<file path="config.mk">
export PLATFORM = sky130hd
export DESIGN_NAME = mc_control_fsm
export DESIGN_NICKNAME = d
export VERILOG_FILES = /design/src/rtl/mc_control_fsm.sv
export SDC_FILE = /design/constraint.sdc
export NUM_CORES = 1
export LEC_CHECK = 0
export BUFFER_PORTS_ARGS = -buffer_cell sky130_fd_sc_hd__buf_2
export CAP_MARGIN = 20
export CORE_MARGIN = 4
export CORE_UTILIZATION = 50
export CTS_BUF_LIST = sky130_fd_sc_hd__clkbuf_2
export CTS_CLUSTER_DIAMETER = 60
export CTS_CLUSTER_SIZE = 16
export DETAILED_ROUTE_END_ITERATION = 8
export GPL_TIMING_DRIVEN = 0
export PLACE_DENSITY_LB_ADDON = 0.05
export SLEW_MARGIN = 40
export SYNTH_ARGS = -nofsm -noshare
export SYNTH_HDL_FRONTEND = slang
export SYNTH_SLANG_ARGS = --single-unit
</file>
<file path="constraint.sdc">
create_clock -name clk -period 2.15 [get_ports clk]
set_input_delay 0.215 -clock clk [delete_from_list [all_inputs] [get_ports clk]]
set_output_delay 0.215 -clock clk [all_outputs]
set_load 0.02 [all_outputs]
</file>
<file path="src/rtl/mc_control_fsm.sv">
// Multi-cycle control FSM for the RV32I multi-cycle CPU.
// Produces the datapath enables, the operand and next-PC mux selects, a halt flag and a retired-instruction count.
module mc_control_fsm (
  input  logic        clk,
  input  logic        reset,
  input  logic [6:0]  opcode,
  input  logic        bcond,
  input  logic        halt_req,
  output logic        pc_write,
  output logic        i_or_d,
  output logic        mem_read,
  output logic        mem_write,
  output logic        ir_write,
  output logic        reg_write,
  output logic [1:0]  wb_sel,
  output logic        alu_src_a,
  output logic [1:0]  alu_src_b,
  output logic [1:0]  alu_op,
  output logic [1:0]  pc_source,
  output logic        retire,
  output logic        is_halted,
  output logic [31:0] inst_count
);

  typedef enum logic [3:0] {
    ST_IF       = 4'd0,
    ST_ID       = 4'd1,
    ST_EX_R     = 4'd2,
    ST_EX_I     = 4'd3,
    ST_EX_ADDR  = 4'd4,
    ST_MEM_RD   = 4'd5,
    ST_MEM_WR   = 4'd6,
    ST_WB_ALU   = 4'd7,
    ST_WB_LD    = 4'd8,
    ST_EX_BR    = 4'd9,
    ST_BR_T     = 4'd10,
    ST_PC4      = 4'd11,
    ST_EX_JAL   = 4'd12,
    ST_EX_JALR  = 4'd13,
    ST_EX_ECALL = 4'd14,
    ST_HALT     = 4'd15
  } state_t;

  localparam logic [6:0] OP_R     = 7'b0110011;
  localparam logic [6:0] OP_I     = 7'b0010011;
  localparam logic [6:0] OP_LOAD  = 7'b0000011;
  localparam logic [6:0] OP_STORE = 7'b0100011;
  localparam logic [6:0] OP_BR    = 7'b1100011;
  localparam logic [6:0] OP_JAL   = 7'b1101111;
  localparam logic [6:0] OP_JALR  = 7'b1100111;
  localparam logic [6:0] OP_SYS   = 7'b1110011;

  localparam logic [1:0] WB_ALUOUT = 2'b00;
  localparam logic [1:0] WB_MDR    = 2'b01;
  localparam logic [1:0] WB_PC4    = 2'b10;

  localparam logic [1:0] SRCB_REG  = 2'b00;
  localparam logic [1:0] SRCB_FOUR = 2'b01;
  localparam logic [1:0] SRCB_IMM  = 2'b10;

  localparam logic [1:0] ALUOP_ADD  = 2'b00;
  localparam logic [1:0] ALUOP_BR   = 2'b01;
  localparam logic [1:0] ALUOP_RTYP = 2'b10;
  localparam logic [1:0] ALUOP_ITYP = 2'b11;

  localparam logic [1:0] PCSRC_ALU  = 2'b00;
  localparam logic [1:0] PCSRC_JALR = 2'b10;

  state_t state;
  state_t state_next;

  always_ff @(posedge clk or posedge reset) begin
    if (reset) state <= ST_IF;
    else       state <= state_next;
  end

  always_comb begin
    state_next = state;
    case (state)
      ST_IF: state_next = ST_ID;
      ST_ID: begin
        case (opcode)
          OP_R:              state_next = ST_EX_R;
          OP_I:              state_next = ST_EX_I;
          OP_LOAD, OP_STORE: state_next = ST_EX_ADDR;
          OP_BR:             state_next = ST_EX_BR;
          OP_JAL:            state_next = ST_EX_JAL;
          OP_JALR:           state_next = ST_EX_JALR;
          OP_SYS:            state_next = ST_EX_ECALL;
          default:           state_next = ST_PC4;
        endcase
      end
      ST_EX_R, ST_EX_I: state_next = ST_WB_ALU;
      ST_EX_ADDR:       state_next = (opcode == OP_LOAD) ? ST_MEM_RD : ST_MEM_WR;
      ST_MEM_RD:        state_next = ST_WB_LD;
      ST_EX_BR:         state_next = bcond ? ST_BR_T : ST_PC4;
      ST_EX_ECALL:      state_next = halt_req ? ST_HALT : ST_IF;
      ST_HALT:          state_next = ST_HALT;
      default:          state_next = ST_IF;
    endcase
  end

  // Moore decode of the current state; only EX_ECALL looks at an input (halt_req).
  // Reset masks every enable so nothing is written while the machine is held.
  always_comb begin
    pc_write  = 1'b0;
    i_or_d    = 1'b0;
    mem_read  = 1'b0;
    mem_write = 1'b0;
    ir_write  = 1'b0;
    reg_write = 1'b0;
    wb_sel    = WB_ALUOUT;
    alu_src_a = 1'b0;
    alu_src_b = SRCB_REG;
    alu_op    = ALUOP_ADD;
    pc_source = PCSRC_ALU;
    retire    = 1'b0;
    is_halted = 1'b0;

    case (state)
      ST_IF: begin
        mem_read = 1'b1;
        ir_write = 1'b1;
      end
      ST_EX_R: begin
        alu_src_a = 1'b1;
        alu_op    = ALUOP_RTYP;
      end
      ST_EX_I: begin
        alu_src_a = 1'b1;
        alu_src_b = SRCB_IMM;
        alu_op    = ALUOP_ITYP;
      end
      ST_EX_ADDR: begin
        alu_src_a = 1'b1;
        alu_src_b = SRCB_IMM;
      end
      ST_MEM_RD: begin
        mem_read = 1'b1;
        i_or_d   = 1'b1;
      end
      ST_MEM_WR, ST_WB_ALU, ST_WB_LD, ST_PC4: begin
        alu_src_b = SRCB_FOUR;
        pc_write  = 1'b1;
        retire    = 1'b1;
        if (state == ST_MEM_WR) begin
          mem_write = 1'b1;
          i_or_d    = 1'b1;
        end
        if (state == ST_WB_ALU) reg_write = 1'b1;
        if (state == ST_WB_LD) begin
          reg_write = 1'b1;
          wb_sel    = WB_MDR;
        end
      end
      ST_EX_BR: begin
        alu_src_a = 1'b1;
        alu_op    = ALUOP_BR;
      end
      ST_BR_T: begin
        alu_src_b = SRCB_IMM;
        pc_write  = 1'b1;
        retire    = 1'b1;
      end
      ST_EX_JAL, ST_EX_JALR: begin
        reg_write = 1'b1;
        wb_sel    = WB_PC4;
        alu_src_b = SRCB_IMM;
        pc_write  = 1'b1;
        retire    = 1'b1;
        if (state == ST_EX_JALR) begin
          alu_src_a = 1'b1;
          pc_source = PCSRC_JALR;
        end
      end
      ST_EX_ECALL: begin
        alu_src_b = SRCB_FOUR;
        pc_write  = ~halt_req;
        retire    = 1'b1;
      end
      ST_HALT: is_halted = 1'b1;
      default: ;
    endcase

    if (reset) begin
      pc_write  = 1'b0;
      i_or_d    = 1'b0;
      mem_read  = 1'b0;
      mem_write = 1'b0;
      ir_write  = 1'b0;
      reg_write = 1'b0;
      retire    = 1'b0;
      is_halted = 1'b0;
    end
  end

  always_ff @(posedge clk or posedge reset) begin
    if (reset)       inst_count <= 32'd0;
    else if (retire) inst_count <= inst_count + 32'd1;
  end

endmodule

</file>
==> reports/metrics.cfg <==
[global_route]
grt.met3_usage_pct = 4.43
gr-max-usage-layer = met2
track_usage_pct = 18.6
grt_max_degree = 26
grt_util_met2_pct = 29.5
grt_pass1_vias = 1743
grt_first_pass_wirelength_mm = 7.91
gr-total-overflow = 0
antenna_found_initial = 0
grt_use_met1_pct = 25.8

[min_path]
hp-class = in2reg
min_from = halt_req

[sta]
period_minus_slack_ps = 1990
slew_headroom_pct = 58.7
finClkSkew_ps = 23.9
setup_slack_ps = 163
tightest_slew_ps = 620
post-route-period-util_pct = 92.4
holdWs_ps = 193
maxSlewViolCount = 0
finalHoldViolCount = 0
fmax_mhz = 503
rsz0062_at_grt = no
setup_violations = 0

[place]
gp_congestion = 0.866
dpl.cell_count = 323
place_area_sq_um = 2460
post-dp-hpwl_mm = 3.49
portBuffers = 58
dp_slack_ps = 195

[cts]
root_buffer = clkbuf_2
numCtsBuffers = 5
htreeDepth = 2
cts_setup_buffers = 0
cts_tree = built
clock_path_buffers = 2
clkSlewWorstSetupHoldPaths_ps = 180
clock_latency_ps = 350
numClockSinks = 36

[worst_setup_path]
slowest_stage = dlygate4sd3_1
path_common_cell = buf_2
r2r-start = state[3]
crit_chain = dlygate4sd3_1, buf_2, clkbuf_1, a21oi_1, and3_1, buf_2
critPathLaunch = reset
required_ps = 1930
endpoint_kind = output pin
cp_slowest_stage_delay_ps = 530
path_class = in2out
critPathArrivalTime_ps = 1770
worstPathMaxFanout = 10
setup.worst_path.start_class = input pin

[yosys]
synth_most_common_cell = dfrtp_1
yosysWarnings = 0
ys_top_cells_by_area = dfrtp_1 (43%), xnor2_1 (11%), nand2_1 (4.0%)
ys_ff_latch = 36
syn_area_sq_um = 2080
synth_nets = 226
synthCells = 214
synth_common_cells = dfrtp_1 (36), xnor2_1 (25), nand2_1 (22)
synth_flop_cell = dfrtp_1
synth_top_area_share_pct = 43.2
seq_area_frac_synth_pct = 43.2
syn_area_per_cell_sq_um = 9.73
postSynth.asyncResetShare_pct = 100
yosysTopAreaCell = dfrtp_1
ys_types = 47
synth_edf_count = 0

[power]
vdd_ir_drop_max_mv = 0.664
p_leak_nw = 1.28
p_per_area_nw_per_um2 = 977
finalPower_mw = 2.47

[floorplan]
die_h_um = 72.6
die_area_sq_um = 5260
io_pins = 60
core_sq_um = 4030
rows = 23
die_w_um = 72.6
start_util_pct = 51.7

[drt]
first_pass_iters = 4
via_per_inst = 5.50
drcViolationCount = 0
routed_wl_mm = 4.67
ant_nets = 0
num_vias = 1819
first_iter_violations = 119
wire_per_inst_um = 14.1

[layout]
diodes = 0
syn2layout_area_growth_pct = 21.1
drive_gt1_share_pct = 31.3
design_area_sq_um = 2520
nets = 293
fin_cells = 331

[run_status]
status = finished clean

[run]
cap_violations = 0

[timing repair]
| action | CTS | global route |
|---|---|---|
| pin swaps | 0 | 1 |
| hold buffers | 1 | 0 |
| hold endpoints to repair | 11 | 0 |
| resized for setup | 2 | 7 |
| setup endpoints to repair | 2 | 18 |
[metrics by stage]
stage,setup TNS [ps],utilization (%)
after global placement,-9480,60.5
after detailed placement,0,61.0
after global routing,0,62.6
after CTS,0,62.1
after floorplan,0,-
final,0,62.6
[logic make-up after synthesis]
group	share of synthesized area [%]
simple gates	24.5
flops	43.2
compound gates	14.4
fa+ha+maj	0.601
mux	0.541
other cells	0.180
buf+inv	3.12
xor+xnor	13.5
[critical path, delay by kind of cell]
kind | cells | cell delay (ps)
buffers and inverters | 4 | 1280
AND/OR/NAND/NOR | 1 | 200
AO/OA/AOI/OAI | 1 | 70
[state kept, by name, indices dropped and copies added, names as in the netlist]
register    count
inst_count     32
state           4
[layout by cell type, fill, tap and decap left out, types with 4 or more instances in the layout]
master,count
nand2b_1,4
nand2_1,22
clkbuf_2,9
xor2_1,7
nor3_1,4
and3_1,9
nand3_1,14
a21oi_1,6
inv_1,5
nor2_1,14
o21ai_0,6
xnor2_1,25
dfrtp_1,36
nand4_1,4
buf_2,59
and4_1,6
[routing by layer]
layer | vias to the layer above | share of wire [%] | wire (um)
met5 | - | 0 | 0
met2 | 61 | 45 | 2100
li1 | 902 | - | -
met4 | 0 | 0.41 | 19
met3 | 2 | 6.2 | 290
met1 | 854 | 48 | 2260
[cell type report]
class / count / area, sq um
clock inverters: 1 / 5.00
clock buffers: 6 / 30.0
fillers: 363 / 1510
inverters: 6 / 22.5
repair buffers: 60 / 323
multi-input cells: 163 / 1130
flip-flops and latches: 36 / 901
plain buffers: 9 / 47.5
well taps: 50 / 62.6
[final timing paths]
kind | to | slack, ps | cells after the start
max in group asynchronous | inst_count[21] | 1350 | 4
hold / removal | state[1] | 190 | 3
setup / recovery | mem_read | 160 | 6
hold reg to reg | inst_count[31] | 480 | 1
min in group asynchronous | inst_count[4] | 350 | 3
setup reg to reg | inst_count[18] | 220 | 5
[power breakdown]
group / leakage [nW] / switching (mW) / internal [mW]
registers: 0.484 / 0.0987 / 0.765
clock network: 0.0288 / 0.212 / 0.0779
logic: 0.766 / 0.856 / 0.456
total: 1.28 / 1.17 / 1.30
Power figures use the tool's default switching activity.
